[src/rtl/reset_ctrl.sv]
// reset_ctrl: multi-source reset controller with per-source sync/debounce, stretch FSM and sticky cause register
module reset_ctrl #(
   parameter int                 N_SRC           = 2,
   parameter logic [N_SRC-1:0]   SRC_POL         = 2'b01,
   parameter logic [N_SRC-1:0]   SRC_STRETCH     = 2'b01,
   parameter int                 SYNC_STAGES     = 2,
   parameter int                 DEBOUNCE_CYCLES = 16000,
   parameter int                 PULSE_CYCLES    = 8000000
) (
   input  logic             clock,
   input  logic             async_res,
   input  logic [N_SRC-1:0] src_in,
   input  logic             cause_clr,
   output logic             res,
   output logic [N_SRC-1:0] cause,
   output logic             busy
);
   localparam int DW = $clog2(DEBOUNCE_CYCLES + 1);
   localparam int PW = $clog2(PULSE_CYCLES + 1);

   typedef enum logic [1:0] {IDLE, HOLD, PULSE} state_t;

   logic [N_SRC-1:0] sync_q [SYNC_STAGES];
   logic [N_SRC-1:0] lvl, req;
   logic             any_req, pt_req;
   state_t           state_q;
   logic [PW-1:0]    pcnt_q;
   logic             res_q, busy_q;
   logic [N_SRC-1:0] cause_q, cause_d;

   // synchroniser chains, idling at each source's inactive level
   always_ff @(posedge clock or posedge async_res) begin
      if (async_res) begin
         for (int k = 0; k < SYNC_STAGES; k++) sync_q[k] <= ~SRC_POL;
      end else begin
         sync_q[0] <= src_in;
         for (int k = 1; k < SYNC_STAGES; k++) sync_q[k] <= sync_q[k-1];
      end
   end

   assign lvl = ~(sync_q[SYNC_STAGES-1] ^ SRC_POL);

   for (genvar i = 0; i < N_SRC; i++) begin : g_src
      if (SRC_STRETCH[i]) begin : g_deb
         logic [DW-1:0] cnt_q, cnt_d;
         logic          req_q;
         assign cnt_d = !lvl[i] ? '0 : (cnt_q == DW'(DEBOUNCE_CYCLES)) ? cnt_q : cnt_q + 1'b1;
         // saturating debounce counter; request registered once it reaches the threshold
         always_ff @(posedge clock or posedge async_res) begin
            if (async_res) begin
               cnt_q <= '0;
               req_q <= 1'b0;
            end else begin
               cnt_q <= cnt_d;
               req_q <= (cnt_d == DW'(DEBOUNCE_CYCLES));
            end
         end
         assign req[i] = req_q;
      end else begin : g_pt
         assign req[i] = lvl[i];
      end
   end

   assign any_req = |(req & SRC_STRETCH);
   assign pt_req  = |(req & ~SRC_STRETCH);

   // stretch FSM; res follows the next FSM state ORed with pass-through requests
   always_ff @(posedge clock or posedge async_res) begin
      if (async_res) begin
         state_q <= PULSE;
         pcnt_q  <= '0;
         res_q   <= 1'b1;
         busy_q  <= 1'b1;
      end else begin
         case (state_q)
            IDLE: begin
               state_q <= any_req ? HOLD : IDLE;
               res_q   <= any_req | pt_req;
               busy_q  <= any_req;
            end
            HOLD: begin
               if (!any_req) begin
                  state_q <= PULSE;
                  pcnt_q  <= '0;
               end
               res_q  <= 1'b1;
               busy_q <= 1'b1;
            end
            PULSE: begin
               if (any_req) begin
                  state_q <= HOLD;
                  pcnt_q  <= '0;
                  res_q   <= 1'b1;
                  busy_q  <= 1'b1;
               end else if (pcnt_q == PW'(PULSE_CYCLES - 1)) begin
                  state_q <= IDLE;
                  res_q   <= pt_req;
                  busy_q  <= 1'b0;
               end else begin
                  pcnt_q <= pcnt_q + 1'b1;
                  res_q  <= 1'b1;
                  busy_q <= 1'b1;
               end
            end
            default: begin
               state_q <= PULSE;
               pcnt_q  <= '0;
               res_q   <= 1'b1;
               busy_q  <= 1'b1;
            end
         endcase
      end
   end

   assign cause_d = (cause_q & ~{N_SRC{cause_clr}}) | req;

   // sticky cause bits; a new request beats a simultaneous clear
   always_ff @(posedge clock or posedge async_res) begin
      if (async_res) cause_q <= '0;
      else cause_q <= cause_d;
   end

   assign res   = res_q;
   assign busy  = busy_q;
   assign cause = cause_q;
endmodule
[config.mk]
export PLATFORM = sky130hd
export DESIGN_NAME = reset_ctrl
export DESIGN_NICKNAME = d
export VERILOG_FILES = /design/src/rtl/reset_ctrl.sv
export SDC_FILE = /design/constraint.sdc
export NUM_CORES = 1
export LEC_CHECK = 0
export ABC_CLOCK_PERIOD_IN_PS = 3100
export CAP_MARGIN = 5
export CORE_ASPECT_RATIO = 1.4
export CORE_UTILIZATION = 65
export CTS_CLUSTER_SIZE = 20
export DETAILED_ROUTE_END_ITERATION = 12
export HOLD_SLACK_MARGIN = 0.08
export PLACE_DENSITY_LB_ADDON = 0.1
export SETUP_SLACK_MARGIN = 0.3
export SLEW_MARGIN = 20
export SYNTH_ARGS = -nofsm -noshare
export SYNTH_HDL_FRONTEND = slang
export SYNTH_SLANG_ARGS = --single-unit
[constraint.sdc]
create_clock -name clock -period 3.1 [get_ports clock]
set_input_delay 0.775 -clock clock [delete_from_list [all_inputs] [get_ports clock]]
set_output_delay 0.775 -clock clock [all_outputs]
set_load 0.005 [all_outputs]
==> metrics.md <==
| Metric | Value |
|---|---|
| Post-route cell area | `0.00283 mm^2` |
| I/O Buffers | `8` |
| FF-to-FF Start | `pcnt_q[14]$_DFFE_PP0P_` |
| Critical-path cell with the highest stage delay | `o21ai_2` |
| Hold Path Depth | `0` |
| PD cells | `406 mW/mm^2` |
| Mean Syn Cell Area | `9.69 um^2` |
| # hold bufs at CTS | `0` |
| Layout cells sized above 1 | `0.101` |
| GRT Total Usage | `0.285` |
| Crit-path cells | `nor4b_1 -> nand4b_1 -> o21ai_2 -> nand2_1 -> a31oi_1` |
| Max Clock Skew | `0.00502 ns` |
| Worst R2R Setup Slack | `0.77 ns` |
| Std-Cell Rows | `26` |
| GRT busiest layer | `met2` |
| Worst-skew pair later-pin latency | `0.30 ns` |
| DRC | `0` |
| Die height | `76.9 um` |
| Worst hold path class | `flop to flop` |
| Routed WL | `5.49 mm` |
| Placed cell areas | `0.00272 mm^2` |
| Top_reg_cell synth | `dfrtp_1` |
| Fillers | `265` |
| Leakage power figure | `1.20 nW` |
| GR Layer Usage met1 | `0.329` |
| WL per Instance | `17.1 um` |
| Gpl congestion | `0.856` |
| Post-synth top area share | `0.413` |
| Post-route ant nets | `0` |
| # Post-CTS Setup Buffers | `0` |
| Rel. slew slack | `0.520` |
| Slew @ Worst Pin | `0.700 ns` |
| First-pass GRT wire length | `9.60 mm` |
| EDFF count, synth | `0` |
| Slew Limit Fails | `0` |
| Setup TNS | `0 ns` |
| Fin. Hold Viols | `0` |
| Period minus WS final | `2.33 ns` |
| Largest net degree at the start of global routing | `33` |
| Via-to-Cell Ratio | `6.43` |
| DR pass1 iterations | `4` |
| Grt met3 use | `0.0506` |
| Crit-path max FO | `11` |
| Synthesis-stage register bit count | `48` |
| Inst Count DP | `312` |
| Tcrit/Tclk final | `0.753` |
| Unrepaired setup endpoints after global routing | `false` |
| Startpoint types | `flop` |
| Layout Area Growth over Synthesis | `8.69%` |
| DIE AREA | `0.00427 mm^2` |
| DPL Wire Length | `3.91 mm` |
| Final hold slack | `0.355 ns` |
| FMAX | `428 MHz` |
| Crit-path max cell delay | `0.53 ns` |
| Net count after synthesis | `277` |
| Clock Sinks | `48` |
| Max VDD drop | `0.000394 V` |
| TritonCTS buffer count | `5` |
| DR iter-0 viols | `125` |
| Final net count | `285` |
| Hold path startpoint | `sync_q[2]$_DFF_PP0_` |
| CORE AREA | `0.00374 mm^2` |
| Crit Path Class | `flop to flop` |
| Worst hold endpoint | `sync_q[0]$_DFF_PP0_` |
| Sequential share of the synthesized area | `0.463` |
| Area leader, netlist | `dfrtp_1` |
| Required time worst endpoint | `3.33 ns` |
| Max-cap violations | `0` |
| Finished Layout Cells | `320` |
| CTS max path bufs | `2` |
| Final setup fails | `0` |
| Synth cell types | `54` |
| Status | `finished clean` |
| Post-CTS sizing | `0` |
| Register-to-Register Path Depth | `5` |
| Root buffer cell | `clkbuf_8` |
| GRT overflow | `0` |
| Async S/R FF share, synth | `1.00` |
| Worst-path clk slew | `0.09 ns` |
| Vias in the first global route | `2090` |
| Starting density of the core | `0.697` |
| Area contributors post-synth | `dfrtp_1 41%, dfstp_2 5.0%, nand2_1 3.6%` |
| Yosys warns | `0` |
| Cell area after synthesis | `0.00261 mm^2` |
| Synth Instances | `269` |
| Initial antenna violation count | `0` |
| Die X | `55.5 um` |
| R2R Path End | `pcnt_q[20]$_DFFE_PP0P_` |
| Vias | `2057` |
| M2 GR Usage | `0.518` |
| N_diodes | `0` |
| Data arrival time of the critical path | `2.56 ns` |
| CTS H-tree depth | `2` |
| I/O pins | `9` |
| Kind of end point of the critical path | `flop` |
| CTS tree | `done` |
[report_power, final]
group / switching [mW] / internal, mW
clock network: 0.219 / 0.243
logic: 0.0248 / 0.0189
registers: 0.00934 / 0.634
[cells in the mapped netlist (all sizes together), types with 2 or more instances]
| master | count |
|---|---|
| xor2 | 10 |
| or4 | 4 |
| nor2 | 14 |
| nand2b | 4 |
| a21o | 4 |
| xnor2 | 8 |
| nand3 | 8 |
| nor3 | 5 |
| dfstp | 5 |
| a21boi | 4 |
| nor4b | 3 |
| o211ai | 4 |
| o2111ai | 3 |
| or3 | 5 |
| nor4 | 4 |
| buf | 5 |
| ha | 3 |
| nand3b | 2 |
| dfrtp | 43 |
| and2 | 11 |
| and4 | 4 |
| inv | 10 |
| clkbuf | 5 |
| o21ai | 17 |
| o31ai | 5 |
| and3 | 4 |
| nand4 | 14 |
| a21oi | 10 |
| nand4b | 2 |
| nand2 | 26 |
| a31oi | 7 |
| nor2b | 2 |
| mux2i | 5 |
[cells by family after synthesis]
logic type | after synthesis | share of synthesized area
buffers and inverters | 20 | 0.0312
adder cells (fa/ha/maj) | 3 | 0.0144
flip-flops | 48 | 0.463
AND/OR/NAND/NOR | 114 | 0.260
XOR/XNOR | 18 | 0.0605
multiplexers | 5 | 0.0192
AO/OA/AOI/OAI | 61 | 0.152
[metrics by stage]
stage	total power [mW]	setup WS (ns)	util
final	1.15	0.765	0.758
after CTS	1.16	0.809	0.758
after global routing	1.18	0.574	0.758
after floorplan	0.681	1.14	-
after detailed placement	0.701	0.901	0.727
after global placement	0.700	0.929	0.727
[critical path: cells and delay by family (launching register included)]
kind               cells  cell delay [ns]
DFF                    1             0.44
AOI/OAI and AO/OA      2             0.75
and+or+nand+nor        3             1.07
[state kept, by name, indices dropped and copies added (netlist names)]
| register | count |
|---|---|
| busy | 1 |
| res | 1 |
| cause | 2 |
| g_src.g_deb.cnt_q | 14 |
| any_req | 1 |
| state_q | 2 |
| sync_q | 4 |
| pcnt_q | 23 |
[layout by cell type, fill, tap and decap left out, types with 3 or more instances in the layout]
cell / n
a21boi_0: 3
a21o_1: 4
a21oi_1: 10
a31oi_1: 7
and2_1: 11
and3_1: 3
and4_1: 3
buf_4: 3
clkbuf_8: 5
clkdlybuf4s50_1: 8
dfrtp_1: 43
dfstp_2: 5
ha_1: 3
inv_1: 8
mux2i_1: 5
nand2_1: 25
nand2b_1: 4
nand3_1: 8
nand4_1: 13
nor2_1: 14
nor3_1: 5
o2111ai_1: 3
o211ai_1: 4
o21ai_0: 8
o21ai_1: 8
o31ai_1: 5
or3_1: 5
or4_1: 3
xnor2_1: 8
xor2_1: 10
[worst max path at each step]
stage	start	depth (start not counted)	end
2_1_floorplan	g_src[0].g_deb.cnt_q[0]$_DFF_PP0_	6	any_req$_DFF_PP0_
6_report	pcnt_q[14]$_DFFE_PP0P_	5	pcnt_q[20]$_DFFE_PP0P_
5_1_grt	pcnt_q[15]$_DFFE_PP0P_	5	pcnt_q[17]$_DFFE_PP0P_
4_1_cts	pcnt_q[14]$_DFFE_PP0P_	5	pcnt_q[20]$_DFFE_PP0P_
3_5_place_dp	g_src[0].g_deb.cnt_q[0]$_DFF_PP0_	6	any_req$_DFF_PP0_
3_3_place_gp	g_src[0].g_deb.cnt_q[0]$_DFF_PP0_	6	any_req$_DFF_PP0_
[routing by layer]
| metal | up-vias | part of all wire |
|---|---|---|
| li1 | 995 | - |
| met5 | - | 0 |
| met2 | 46 | 0.55 |
| met1 | 1003 | 0.40 |
| met4 | 0 | 0.022 |
| met3 | 13 | 0.028 |
[layout make-up]
type / instances / area, um^2 / share of cell area
Sequential cell: 48 / 1210 / 0.426
Timing Repair Buffer: 11 / 103 / 0.0362
Clock inverter: 3 / 46.3 / 0.0163
Clock buffer: 5 / 68.8 / 0.0243
Inverter: 10 / 37.5 / 0.0132
Tap cell: 42 / 52.6 / 0.0185
Multi-Input combinational cell: 201 / 1320 / 0.465
Power figures use the tool's default switching activity.
